[src/rtl/port_tx_gen.sv]
// port_tx_gen: burst packet generator feeding one switch port, with LFSR-chosen targets and backpressure handling
module port_tx_gen #(
    parameter logic [7:0] SEED = 8'hA5
) (
    input  logic        clk,
    input  logic        rst,
    input  logic        start,
    input  logic [15:0] num_pkts,
    input  logic [1:0]  port_id,
    input  logic [3:0]  target_mask,
    input  logic [3:0]  gap_cycles,
    input  logic        full_in,
    output logic        pkt_valid,
    output logic [3:0]  pkt_source,
    output logic [3:0]  pkt_target,
    output logic [7:0]  pkt_data,
    output logic        busy,
    output logic        done,
    output logic [15:0] sent_cnt,
    output logic [15:0] blocked_cnt
);
    localparam logic [7:0] SEED_NZ = (SEED == 8'h00) ? 8'h01 : SEED;

    typedef enum logic [2:0] {IDLE, GEN, SEND, GAP, DONE} state_t;

    state_t      state, state_nxt;
    logic [7:0]  lfsr;
    logic [15:0] num_q;
    logic [1:0]  port_q;
    logic [3:0]  mask_q, gap_q, gap_cnt;
    logic [7:0]  lfsr_nxt;
    logic [3:0]  tgt_raw, tgt_low;

    assign lfsr_nxt = {lfsr[6:0], lfsr[7] ^ lfsr[5] ^ lfsr[4] ^ lfsr[3]};
    assign tgt_raw  = lfsr_nxt[3:0] & mask_q;
    assign tgt_low  = mask_q & (~mask_q + 4'd1);

    // next-state decode; start outside IDLE falls through unseen
    always_comb begin
        state_nxt = state;
        case (state)
            IDLE: if (start) state_nxt = (num_pkts == 16'd0 || target_mask == 4'd0) ? DONE : GEN;
            GEN:  state_nxt = SEND;
            SEND: if (!full_in) state_nxt = (sent_cnt + 16'd1 == num_q) ? DONE : (gap_q != 4'd0 ? GAP : GEN);
            GAP:  if (gap_cnt == 4'd0) state_nxt = GEN;
            DONE: state_nxt = IDLE;
            default: state_nxt = IDLE;
        endcase
    end

    // state, configuration, LFSR, packet fields and counters, all registered
    always_ff @(posedge clk or posedge rst) begin
        if (rst) begin
            state       <= IDLE;
            lfsr        <= SEED_NZ;
            num_q       <= '0;
            port_q      <= '0;
            mask_q      <= '0;
            gap_q       <= '0;
            gap_cnt     <= '0;
            pkt_valid   <= 1'b0;
            pkt_source  <= '0;
            pkt_target  <= '0;
            pkt_data    <= '0;
            busy        <= 1'b0;
            done        <= 1'b0;
            sent_cnt    <= '0;
            blocked_cnt <= '0;
        end else begin
            state <= state_nxt;
            busy  <= state_nxt == GEN || state_nxt == SEND || state_nxt == GAP;
            done  <= state_nxt == DONE;
            if (state == IDLE && start) begin
                num_q       <= num_pkts;
                port_q      <= port_id;
                mask_q      <= target_mask;
                gap_q       <= gap_cycles;
                sent_cnt    <= '0;
                blocked_cnt <= '0;
            end
            if (state == GEN) begin
                lfsr       <= lfsr_nxt;
                pkt_target <= (tgt_raw != 4'd0) ? tgt_raw : tgt_low;
                pkt_source <= 4'b0001 << port_q;
                pkt_data   <= sent_cnt[7:0];
                pkt_valid  <= 1'b1;
            end
            if (state == SEND && full_in && blocked_cnt != 16'hFFFF)
                blocked_cnt <= blocked_cnt + 16'd1;
            if (state == SEND && !full_in) begin
                sent_cnt  <= sent_cnt + 16'd1;
                pkt_valid <= 1'b0;
                gap_cnt   <= gap_q - 4'd1;
            end
            if (state == GAP)
                gap_cnt <= gap_cnt - 4'd1;
        end
    end
endmodule

[config.mk]
export PLATFORM = sky130hd
export DESIGN_NAME = port_tx_gen
export DESIGN_NICKNAME = d
export VERILOG_FILES = /design/src/rtl/port_tx_gen.sv
export SDC_FILE = /design/constraint.sdc
export NUM_CORES = 1
export LEC_CHECK = 0
export CORE_ASPECT_RATIO = 0.9
export CORE_MARGIN = 2
export CORE_UTILIZATION = 53
export DETAILED_ROUTE_END_ITERATION = 10
export PLACE_DENSITY = 0.91
export SYNTH_ARGS = -nofsm -noshare
export SYNTH_HDL_FRONTEND = slang
export SYNTH_SLANG_ARGS = --single-unit
[constraint.sdc]
create_clock -name clk -period 3.1 [get_ports clk]
set_input_delay 0.465 -clock clk [delete_from_list [all_inputs] [get_ports clk]]
set_output_delay 0.465 -clock clk [all_outputs]
set_load 0.02 [all_outputs]
== Yosys cells after proc, flatten, opt, wreduce, memory -nomap -nowiden ==
Cells that the tools add are included.

* Add/subtract/negate cells: 5
* Equality and inequality tests: 9
* Shift operators: 1
* Mux-type cells: 15
* Bitwise operators: 6
* Reduce and logical (&&, ||, !) cells: 18

{| class="wikitable"
|+ Operator list
! cell !! count
|-
| 2-to-1 mux 16 bit || 3
|-
| adder 16 x 1 -> 16 bit, second input constant || 2
|-
| == test 16 bit || 1
|-
| logical NOT 16 bit || 1
|-
| inequality test 16 bit, second input constant || 1
|-
| 2-to-1 mux 3 bit || 5
|-
| == test 3 x 2 -> 1 bit, second input constant || 4
|-
| 2-to-1 mux 4 bit || 3
|-
| one-hot mux 3 bit (4 select lines) || 1
|-
| AND 4 bit || 2
|-
| logical NOT 4 bit || 2
|-
| nonzero test 2 bit || 4
|-
| nonzero test 4 bit || 2
|-
| subtractor 4 x 1 -> 4 bit, second input constant || 2
|-
| == test 3 x 1 -> 1 bit, second input constant || 2
|-
| adder 4 x 1 -> 4 bit, second input constant || 1
|-
| logical AND 1 bit || 4
|-
| inverter 4 bit || 1
|-
| left shift 1 x 2 -> 4 bit, first input constant || 1
|-
| == test 3 bit, second input constant || 1
|-
| logical NOT 3 bit || 1
|-
| logical OR 1 bit || 3
|-
| XOR 1 bit || 3
|-
| 2-to-1 mux 1 bit || 2
|-
| 2 further kinds || 2
|}

* Register bits: 92
* Bits of input ports: 30
* Output and inout bits: 51
* Word-level logic and storage cells: 69

== Logic depth before layout (Yosys ltp) ==
Gate-level depths: netlist (run 1).

* Depth after elaboration: 8
* Depth in mapped cells: 9
* Depth with buffers taken out: 8

== Least setup slack after synthesis (run 1) ==
Ideal clock, no wire load.

* Path type: register -> register
* From: register sent_cnt[1]
* To: register busy
* Setup time: 129 ps
* Data arrival time: 2696 ps
* Data required time: 2971 ps
* Setup slack: 274 ps
* Stages on the path, launching flop included: 9
* Clock period less this slack: 2826 ps
* Cells stage by stage: dfrtp_1 > ha_1 > nand3_1 > nor4_1 > xnor2_1 > o2111ai_1 > nor4_2 > o2111ai_2 > o41a_1

* Word-level cells in the longest chain between the ends: 8
* Elaborated cells between the ends (all ways): 10
* Classes of those cells: 1 x add/sub; 4 x eq/ne; 3 x mux; 2 x reduce/logical

{| class="wikitable"
|+ RTL lines
! element !! line !! text
|-
| from (decl) || 19 || <nowiki>output logic [15:0] sent_cnt,</nowiki>
|-
| from (signal assigned) || 91 || <nowiki>sent_cnt <= sent_cnt + 16'd1;</nowiki>
|-
| adder 16 x 1 -> 16 bit * || 44 || <nowiki>SEND: if (!full_in) state_nxt = (sent_cnt + 16'd1 == num_q) ? DONE : (gap_q != 4'd0 ? GAP : GEN);</nowiki>
|-
| == test 16 bit * || 44 ||
|-
| 2-to-1 mux 3 bit * (2 in a row) || 44 ||
|-
| one-hot mux 3 bit (4 select lines) * || 41 || <nowiki>case (state)</nowiki>
|-
| == test 3 x 1 -> 1 bit / == test 3 x 2 -> 1 bit (equally long branches) || 71 || <nowiki>busy <= state_nxt == GEN || state_nxt == SEND || state_nxt == GAP;</nowiki>
|-
| logical OR 1 bit || 71 ||
|-
| logical OR 1 bit * || 71 ||
|-
| to (signal assigned) || 65 || <nowiki>busy <= 1'b0;</nowiki>
|-
| to (signal assigned) || 71 ||
|-
| to (decl) || 17 || <nowiki>output logic busy,</nowiki>
|}

Mark *: on every way between the ends. The rest lies on a longest branch, timed or not.
A chain may end at the register's enable or synchronous reset.

== Worst setup path after layout (run 1) ==
Same ends and word-level chain as after synthesis.

==> results of run 1 <==
-- worst max path at each step --
stage	slack, ns	cells after the start	to
2_1_floorplan	0.25	1	blocked_cnt[0]$_DFFE_PP0P_
3_3_place_gp	0.43	8	busy$_DFF_PP0_
3_5_place_dp	0.24	8	busy$_DFF_PP0_
4_1_cts	0.20	8	busy$_DFF_PP0_
5_1_grt	0.09	8	busy$_DFF_PP0_
6_report	0.28	8	busy$_DFF_PP0_
-- metrics by stage --
step | hold WS, ns | total power, mW | setup WS, ns | instances | utilization, %
after floorplan | 0.440 | 2.95 | 0.250 | 545 | -
final | 0.450 | 4.52 | 0.276 | 741 | 68.0
after global placement | 0.451 | 3.46 | 0.429 | 725 | 65.2
after global routing | 0.491 | 4.80 | 0.0896 | 741 | 68.0
after detailed placement | 0.455 | 3.54 | 0.236 | 725 | 65.2
after CTS | 0.465 | 4.51 | 0.201 | 741 | 68.0
-- cells in the final DEF (no fill, tap or decap), drive strengths merged, types with 3 or more instances in the layout --
master         count
a21oi             11
o31ai              5
nand4             12
inv                3
nand3b             4
clkdlybuf4s50     80
xnor2             19
nand2            177
bufinv             3
dfrtp             88
mux2i              7
clkbuf            10
nor4              11
o21ai             53
nor2              33
and3               4
and2               6
nor3               8
clkinv             4
nand3             19
buf                9
xor2              11
dfstp              4
ha                 3
or2                3
a31oi              7
-- layout make-up --
class                      count  share of cell area, %
clock buffer                  10                   2.19
clock inverter                 6                   1.93
inverter                       4                  0.279
multi-input combinational    421                   38.6
sequential                    92                   39.6
tap                          119                   2.55
timing repair buffer          89                   14.9
-- critical path: stages (launching register included) --
cell                        delay (ns)
sky130_fd_sc_hd__dfrtp_1          0.36
sky130_fd_sc_hd__ha_1             0.28
sky130_fd_sc_hd__nand3_1          0.28
sky130_fd_sc_hd__or2_2            0.43
sky130_fd_sc_hd__o32ai_1          0.28
sky130_fd_sc_hd__nor2_1           0.08
sky130_fd_sc_hd__nor4_1           0.30
sky130_fd_sc_hd__o2111ai_2        0.28
sky130_fd_sc_hd__o41a_1           0.42
-- what timing repair did --
action,in CTS,in global routing
setup endpoints to repair,0,2
resized for setup,0,1
endpoints found under the hold margin,0,0
-- flip-flops by register name, summed over array words and instances, names as in the netlist --
signal       cells
blocked_cnt     16
num_q           16
sent_cnt        16
lfsr             8
pkt_data         8
gap_cnt          4
gap_q            4
mask_q           4
pkt_source       4
pkt_target       4
state            3
port_q           2
busy             1
done             1
pkt_valid        1
-- report_power, final --
| part | leakage, nW | switching, mW | total, mW | internal, mW |
|---|---|---|---|---|
| logic | 1.28 | 1.02 | 1.72 | 0.702 |
| clock network | 0.120 | 0.436 | 0.973 | 0.537 |
| registers | 1.20 | 0.321 | 1.83 | 1.50 |
-- metal layers --
metal  routed length, um  GRT usage (%)
met2                5710           41.7
met1                5060           33.9
met5                   0              0
met4                 249           9.98
met3                 652           3.29
-- kinds of logic after synthesis --
logic type	Yosys count
mux	7
compound gates	99
simple gates	282
flops	92
buf+inv	32
fa+ha+maj	3
xor+xnor	30
==> flow_results.xml, run 1 <==
<?xml version="1.0" encoding="UTF-8"?>
<metrics>
  <group name="sta">
    <metric name="timing.final.setup_violations" unit="">0</metric>
    <metric name="final_worst_clock_skew" unit="ns">0.0152</metric>
    <metric name="post_route_setup_tns" unit="ns">0</metric>
    <metric name="min_period_over_period" unit="%">91.1</metric>
    <metric name="grt_setup_unrepaired" unit="">false</metric>
    <metric name="timing.final.crit_period" unit="ns">2.82</metric>
    <metric name="slew_headroom" unit="%">38.0</metric>
    <metric name="tightest_slew" unit="ns">0.925</metric>
    <metric name="timing_hold_violations_final" unit="">0</metric>
    <metric name="timing.final.max_slew_violations" unit="">0</metric>
    <metric name="timing.fmax" unit="MHz">354</metric>
  </group>
  <group name="global_routing">
    <metric name="antenna_violations_before_repair" unit="">0</metric>
    <metric name="global_route.overflow_total" unit="">0</metric>
    <metric name="grt_max_degree" unit="">36</metric>
    <metric name="wire_length_of_the_first_global_routing_pass" unit="um">19000</metric>
    <metric name="grt_pass1_vias" unit="">3948</metric>
    <metric name="gr-usage-all-layers" unit="%">25.3</metric>
  </group>
  <group name="synthesis">
    <metric name="synth_warnings" unit="">0</metric>
    <metric name="synthDominantCellAreaShare" unit="%">47.1</metric>
    <metric name="synth_largest_area_cell" unit="">sky130_fd_sc_hd__dfrtp_1</metric>
    <metric name="mapped_cells" unit="">545</metric>
    <metric name="synth_xor_area_share" unit="%">5.62</metric>
    <metric name="synth.area.top_cells" unit="">sky130_fd_sc_hd__dfrtp_1 (47%), sky130_fd_sc_hd__nand2_1 (14%), sky130_fd_sc_hd__o21ai_0 (5.7%), sky130_fd_sc_hd__xnor2_1 (3.6%), sky130_fd_sc_hd__nor2_1 (2.7%)</metric>
    <metric name="post_synth_mux_area_share" unit="%">1.50</metric>
    <metric name="synth_flop_cell" unit="">sky130_fd_sc_hd__dfrtp_1</metric>
    <metric name="compound_cell_area_share_of_the_yosys_netlist" unit="%">13.0</metric>
    <metric name="post_synth_instance_area" unit="sq um">4670</metric>
    <metric name="simple_gate_share_of_the_synthesized_area" unit="%">26.9</metric>
    <metric name="yosysSeqAreaShare" unit="%">49.4</metric>
    <metric name="synth_top_family_by_area" unit="">simple AND/OR/NAND/NOR gates</metric>
    <metric name="syn-mean-instance-area" unit="sq um">8.57</metric>
    <metric name="yosysUniqueCellTypes" unit="">49</metric>
    <metric name="yosys_register_bits" unit="">92</metric>
    <metric name="synth-edff-count" unit="">0</metric>
    <metric name="synthMostInstantiatedCell" unit="">sky130_fd_sc_hd__nand2_1</metric>
    <metric name="synth_common_cells" unit="">sky130_fd_sc_hd__nand2_1 (177), sky130_fd_sc_hd__dfrtp_1 (88), sky130_fd_sc_hd__o21ai_0 (53)</metric>
    <metric name="post_synth_fa_ha_maj_area_fraction" unit="%">0.803</metric>
    <metric name="synthArstFlopShare" unit="%">100</metric>
    <metric name="synth.net_count" unit="">578</metric>
  </group>
  <group name="routing">
    <metric name="drt-vias-per-instance" unit="">5.73</metric>
    <metric name="detail_route.first_pass.iterations" unit="">5</metric>
    <metric name="drt_wl_total" unit="um">11700</metric>
    <metric name="drt_iter0_markers" unit="">251</metric>
    <metric name="wl_per_cell" unit="um">15.7</metric>
    <metric name="ant_nets" unit="">0</metric>
    <metric name="drt_drc_violations_left" unit="">0</metric>
    <metric name="via_count" unit="">4247</metric>
  </group>
  <group name="worst_setup_path">
    <metric name="crit_path_end_kind" unit="">flip-flop</metric>
    <metric name="worst-endpoint-required" unit="ns">3.35</metric>
    <metric name="crit-reg2reg-launch" unit="">sent_cnt[1]$_DFFE_PP0P_</metric>
    <metric name="r2r_setup_slack" unit="ns">0.28</metric>
    <metric name="worstSetupStartpointType" unit="">flip-flop</metric>
    <metric name="crit_arrival" unit="ns">3.07</metric>
    <metric name="crit_start" unit="">sent_cnt[1]$_DFFE_PP0P_</metric>
    <metric name="r2r_end" unit="">busy$_DFF_PP0_</metric>
    <metric name="worst-r2r-cell-count" unit="">8</metric>
    <metric name="path_class" unit="">reg2reg</metric>
    <metric name="critPathMaxFanout" unit="">6</metric>
  </group>
  <group name="final_layout">
    <metric name="finish.net_count" unit="">650</metric>
    <metric name="final.fill_count" unit="">699</metric>
    <metric name="n_antenna_cell" unit="">0</metric>
    <metric name="multiInputGateArea" unit="sq um">2250</metric>
    <metric name="area_growth" unit="%">24.8</metric>
    <metric name="drive_gt1_share" unit="%">6.59</metric>
    <metric name="seq_area" unit="sq um">2310</metric>
    <metric name="fin_area" unit="sq um">5830</metric>
  </group>
  <group name="floorplanning">
    <metric name="fp.dieH" unit="um">93.1</metric>
    <metric name="floorplan.io_pins" unit="">81</metric>
    <metric name="die_area" unit="sq um">9580</metric>
    <metric name="dieWidth" unit="um">103</metric>
    <metric name="coreArea" unit="sq um">8570</metric>
    <metric name="fp-row-count" unit="">32</metric>
    <metric name="initial_core_util" unit="%">54.5</metric>
  </group>
  <group name="clock_network">
    <metric name="cts-htree-levels" unit="">3</metric>
    <metric name="cts_buffers" unit="">9</metric>
    <metric name="cts_sinks" unit="">92</metric>
    <metric name="insertion_delay" unit="ns">0.37</metric>
    <metric name="cts_tree" unit="">yes</metric>
    <metric name="post_cts_hold_buffer_count" unit="">0</metric>
    <metric name="clock_tree.buffer_depth" unit="">2</metric>
    <metric name="postCtsSetupBuffers" unit="">0</metric>
    <metric name="root_driver" unit="">sky130_fd_sc_hd__clkbuf_8</metric>
    <metric name="path_clk_slew" unit="ns">0.10</metric>
  </group>
  <group name="power">
    <metric name="leakage" unit="nW">2.60</metric>
    <metric name="powerDensity" unit="nW/um^2">775</metric>
    <metric name="peak_supply_drop" unit="uV">428</metric>
  </group>
  <group name="placement">
    <metric name="gp_congestion" unit="">0.931</metric>
    <metric name="detailed_placement_wirelength_estimate" unit="um">8210</metric>
    <metric name="place_area" unit="sq um">5580</metric>
    <metric name="i_o_buffers" unit="">80</metric>
  </group>
  <group name="worst_hold_path">
    <metric name="hp-class" unit="">in2async</metric>
  </group>
  <group name="run">
    <metric name="timing.max_cap.violations" unit="">0</metric>
  </group>
  <group name="outcome">
    <metric name="outcome" unit="">finished clean</metric>
  </group>
</metrics>
No activity file was read; power rests on OpenSTA's default activity.
==> run 2, diff against run 1 <==
--- a/config.mk
+++ b/config.mk
@@ -7,9 +7,9 @@
 export LEC_CHECK = 0
 export CORE_ASPECT_RATIO = 0.9
 export CORE_MARGIN = 2
-export CORE_UTILIZATION = 53
+export CORE_UTILIZATION = 50
 export DETAILED_ROUTE_END_ITERATION = 10
-export PLACE_DENSITY = 0.91
+export PLACE_DENSITY = 0.87
 export SYNTH_ARGS = -nofsm -noshare
 export SYNTH_HDL_FRONTEND = slang
 export SYNTH_SLANG_ARGS = --single-unit
==> run 2 against run 1 <==
Effect of this change:
- utilization shrank 4.2 points
- clock power is 18% lower
- flip-flop and latch count is the same
- die area grew 5.8%
- register-to-register slack about the same
- sequential power is essentially flat
- critical endpoint unchanged
- non-clock buffer count decreased by 1
- setup slack better by 0.014 ns
- first-iteration DRC count grew 31%
- critical path type unchanged
- via count is 0.42% lower
- wire length shrank 0.57%
==> flow_results.xml, run 2 (synthesized netlist as in run 1, its figures left out) <==
<?xml version="1.0" encoding="UTF-8"?>
<metrics>
  <group name="clock_network">
    <metric name="post_cts_hold_buffer_count" unit="">0</metric>
    <metric name="cts-htree-levels" unit="">3</metric>
    <metric name="cts_tree" unit="">yes</metric>
    <metric name="path_clk_slew" unit="ns">0.09</metric>
    <metric name="insertion_delay" unit="ns">0.37</metric>
    <metric name="clock_tree.buffer_depth" unit="">2</metric>
    <metric name="cts_buffers" unit="">9</metric>
    <metric name="cts_sinks" unit="">92</metric>
    <metric name="root_driver" unit="">sky130_fd_sc_hd__clkbuf_8</metric>
  </group>
  <group name="power">
    <metric name="pwr-share-comb" unit="%">40.0</metric>
    <metric name="peak_supply_drop" unit="uV">446</metric>
    <metric name="p_switching" unit="mW">1.78</metric>
    <metric name="power.share.clock" unit="%">18.2</metric>
    <metric name="powerDensity" unit="nW/um^2">752</metric>
    <metric name="seq_power_share" unit="%">41.8</metric>
    <metric name="cellInternalPower" unit="mW">2.57</metric>
    <metric name="swShare" unit="%">40.9</metric>
    <metric name="leakage" unit="nW">2.58</metric>
  </group>
  <group name="routing">
    <metric name="detail_route.first_pass.iterations" unit="">5</metric>
    <metric name="drt_drc_violations_left" unit="">0</metric>
    <metric name="drt_wl_total" unit="um">11600</metric>
    <metric name="via_count" unit="">4229</metric>
    <metric name="drt_iter0_markers" unit="">328</metric>
    <metric name="wl_per_cell" unit="um">15.6</metric>
    <metric name="drt-vias-per-instance" unit="">5.69</metric>
    <metric name="ant_nets" unit="">0</metric>
  </group>
  <group name="sta">
    <metric name="final_worst_clock_skew" unit="ns">0.0139</metric>
    <metric name="timing.final.max_slew_violations" unit="">0</metric>
    <metric name="post_route_setup_tns" unit="ns">0</metric>
    <metric name="timing.fmax" unit="MHz">356</metric>
    <metric name="grt_setup_unrepaired" unit="">false</metric>
    <metric name="min_period_over_period" unit="%">90.6</metric>
    <metric name="timing_hold_violations_final" unit="">0</metric>
    <metric name="timing.final.crit_period" unit="ns">2.81</metric>
    <metric name="timing.final.setup_violations" unit="">0</metric>
    <metric name="final.setup.worst_slack" unit="ns">0.290</metric>
    <metric name="tightest_slew" unit="ns">0.955</metric>
    <metric name="slew_headroom" unit="%">36.1</metric>
  </group>
  <group name="worst_hold_path">
    <metric name="hp-class" unit="">in2async</metric>
  </group>
  <group name="worst_setup_path">
    <metric name="crit_arrival" unit="ns">3.05</metric>
    <metric name="worst-endpoint-required" unit="ns">3.35</metric>
    <metric name="cp_common_cell" unit="">sky130_fd_sc_hd__nor4_2</metric>
    <metric name="worstSetupStartpointType" unit="">flip-flop</metric>
    <metric name="crit-reg2reg-launch" unit="">sent_cnt[1]$_DFFE_PP0P_</metric>
    <metric name="critPathMaxFanout" unit="">6</metric>
    <metric name="crit_start" unit="">sent_cnt[1]$_DFFE_PP0P_</metric>
    <metric name="cp_max_stage_cell" unit="">sky130_fd_sc_hd__nor4_2</metric>
    <metric name="r2r_setup_slack" unit="ns">0.29</metric>
    <metric name="critical_path_buf_inv_count" unit="">0</metric>
    <metric name="path_cells" unit="">ha_1 &gt; nand3_1 &gt; nor4_2 &gt; xnor2_1 &gt; o2111ai_1 &gt; nor4_2 &gt; o2111ai_2 &gt; o41a_1</metric>
    <metric name="path_class" unit="">reg2reg</metric>
    <metric name="worst-r2r-cell-count" unit="">8</metric>
    <metric name="critical-path-top-delay-family" unit="">simple AND/OR/NAND/NOR gates</metric>
    <metric name="r2r_end" unit="">busy$_DFF_PP0_</metric>
    <metric name="crit_path_end_kind" unit="">flip-flop</metric>
    <metric name="cpPeakStageDelay" unit="ns">0.51</metric>
  </group>
  <group name="floorplanning">
    <metric name="coreArea" unit="sq um">9080</metric>
    <metric name="fp.dieH" unit="um">95.7</metric>
    <metric name="floorplan.io_pins" unit="">81</metric>
    <metric name="die_area" unit="sq um">10100</metric>
    <metric name="fp-row-count" unit="">33</metric>
    <metric name="dieWidth" unit="um">106</metric>
    <metric name="initial_core_util" unit="%">51.4</metric>
  </group>
  <group name="final_layout">
    <metric name="most-common-layout-cells" unit="">sky130_fd_sc_hd__nand2_1 (177), sky130_fd_sc_hd__dfrtp_1 (88), sky130_fd_sc_hd__clkdlybuf4s50_1 (80), sky130_fd_sc_hd__o21ai_0 (53), sky130_fd_sc_hd__nor2_1 (33)</metric>
    <metric name="final_core_util" unit="%">63.8</metric>
    <metric name="finish.net_count" unit="">649</metric>
    <metric name="area_growth" unit="%">24.0</metric>
    <metric name="final_cell_count_no_fill" unit="">743</metric>
    <metric name="drive_gt1_share" unit="%">6.60</metric>
    <metric name="n_antenna_cell" unit="">0</metric>
    <metric name="layout_commonest_cell" unit="">sky130_fd_sc_hd__nand2_1</metric>
    <metric name="layout_top_registers" unit="">blocked_cnt x16, num_q x16, sent_cnt x16</metric>
  </group>
  <group name="placement">
    <metric name="detailed_placement_wirelength_estimate" unit="um">7910</metric>
    <metric name="i_o_buffers" unit="">80</metric>
    <metric name="placed_cells" unit="">727</metric>
    <metric name="post-place-ws" unit="ns">0.238</metric>
    <metric name="gp_congestion" unit="">0.929</metric>
  </group>
  <group name="global_routing">
    <metric name="grt_max_degree" unit="">63</metric>
    <metric name="global_route.overflow_total" unit="">0</metric>
    <metric name="wire_length_of_the_first_global_routing_pass" unit="um">18700</metric>
    <metric name="gr-usage-all-layers" unit="%">23.5</metric>
    <metric name="grt_pass1_vias" unit="">3800</metric>
    <metric name="antenna_violations_before_repair" unit="">0</metric>
  </group>
  <group name="run">
    <metric name="timing.max_cap.violations" unit="">0</metric>
  </group>
  <group name="outcome">
    <metric name="outcome" unit="">finished clean</metric>
  </group>
</metrics>
==> run 2: cell type report <==
cell class	instances	area [sq um]
Inverter	4	16.3
Sequential cell	92	2310
Clock inverter	4	31.3
Clock buffer	12	165
Fill cell	739	3290
Timing Repair Buffer	88	873
Tap cell	122	153
Multi-Input combinational cell	421	2250
==> run 2: per-layer routing <==
metal	vias up	track usage [%]	wire [um]
met5	-	0	0
met4	0	9.21	188
met3	17	3.93	717
met2	172	37.7	5430
met1	2026	32.4	5260
li1	2014	-	-
==> run 2: what timing repair did <==
item,CTS,global route
resized for setup,0,1
setup buffers,0,0
endpoints found under the setup margin,0,3
==> run 2: metrics by stage <==
step / area, sq um / total power, mW / hold slack, ns
3_3_place_gp: 5590 / 3.48 / 0.450
6_report: 5800 / 4.36 / 0.443
4_1_cts: 5790 / 4.35 / 0.464
2_1_floorplan: 4670 / 2.95 / 0.440
3_5_place_dp: 5590 / 3.55 / 0.457
5_1_grt: 5800 / 4.63 / 0.488
==> run 2: power groups by stage <==
| stage | Clock [mW] | Sequential [mW] | Combinational, mW |
|---|---|---|---|
| after detailed placement | 0 | 1.83 | 1.72 |
| after floorplan | 0 | 1.89 | 1.06 |
| after global routing | 0.845 | 1.86 | 1.93 |
| after CTS | 0.798 | 1.81 | 1.74 |
| after global placement | 0 | 1.81 | 1.67 |
| final | 0.793 | 1.82 | 1.74 |
==> run 2: worst max-delay path by stage <==
stage / to / slack (ns) / cells past startpoint
2_1_floorplan: blocked_cnt[0]$_DFFE_PP0P_ / 0.25 / 1
4_1_cts: busy$_DFF_PP0_ / 0.19 / 8
6_report: busy$_DFF_PP0_ / 0.29 / 8
3_5_place_dp: busy$_DFF_PP0_ / 0.24 / 8
5_1_grt: busy$_DFF_PP0_ / 0.06 / 8
3_3_place_gp: busy$_DFF_PP0_ / 0.41 / 8
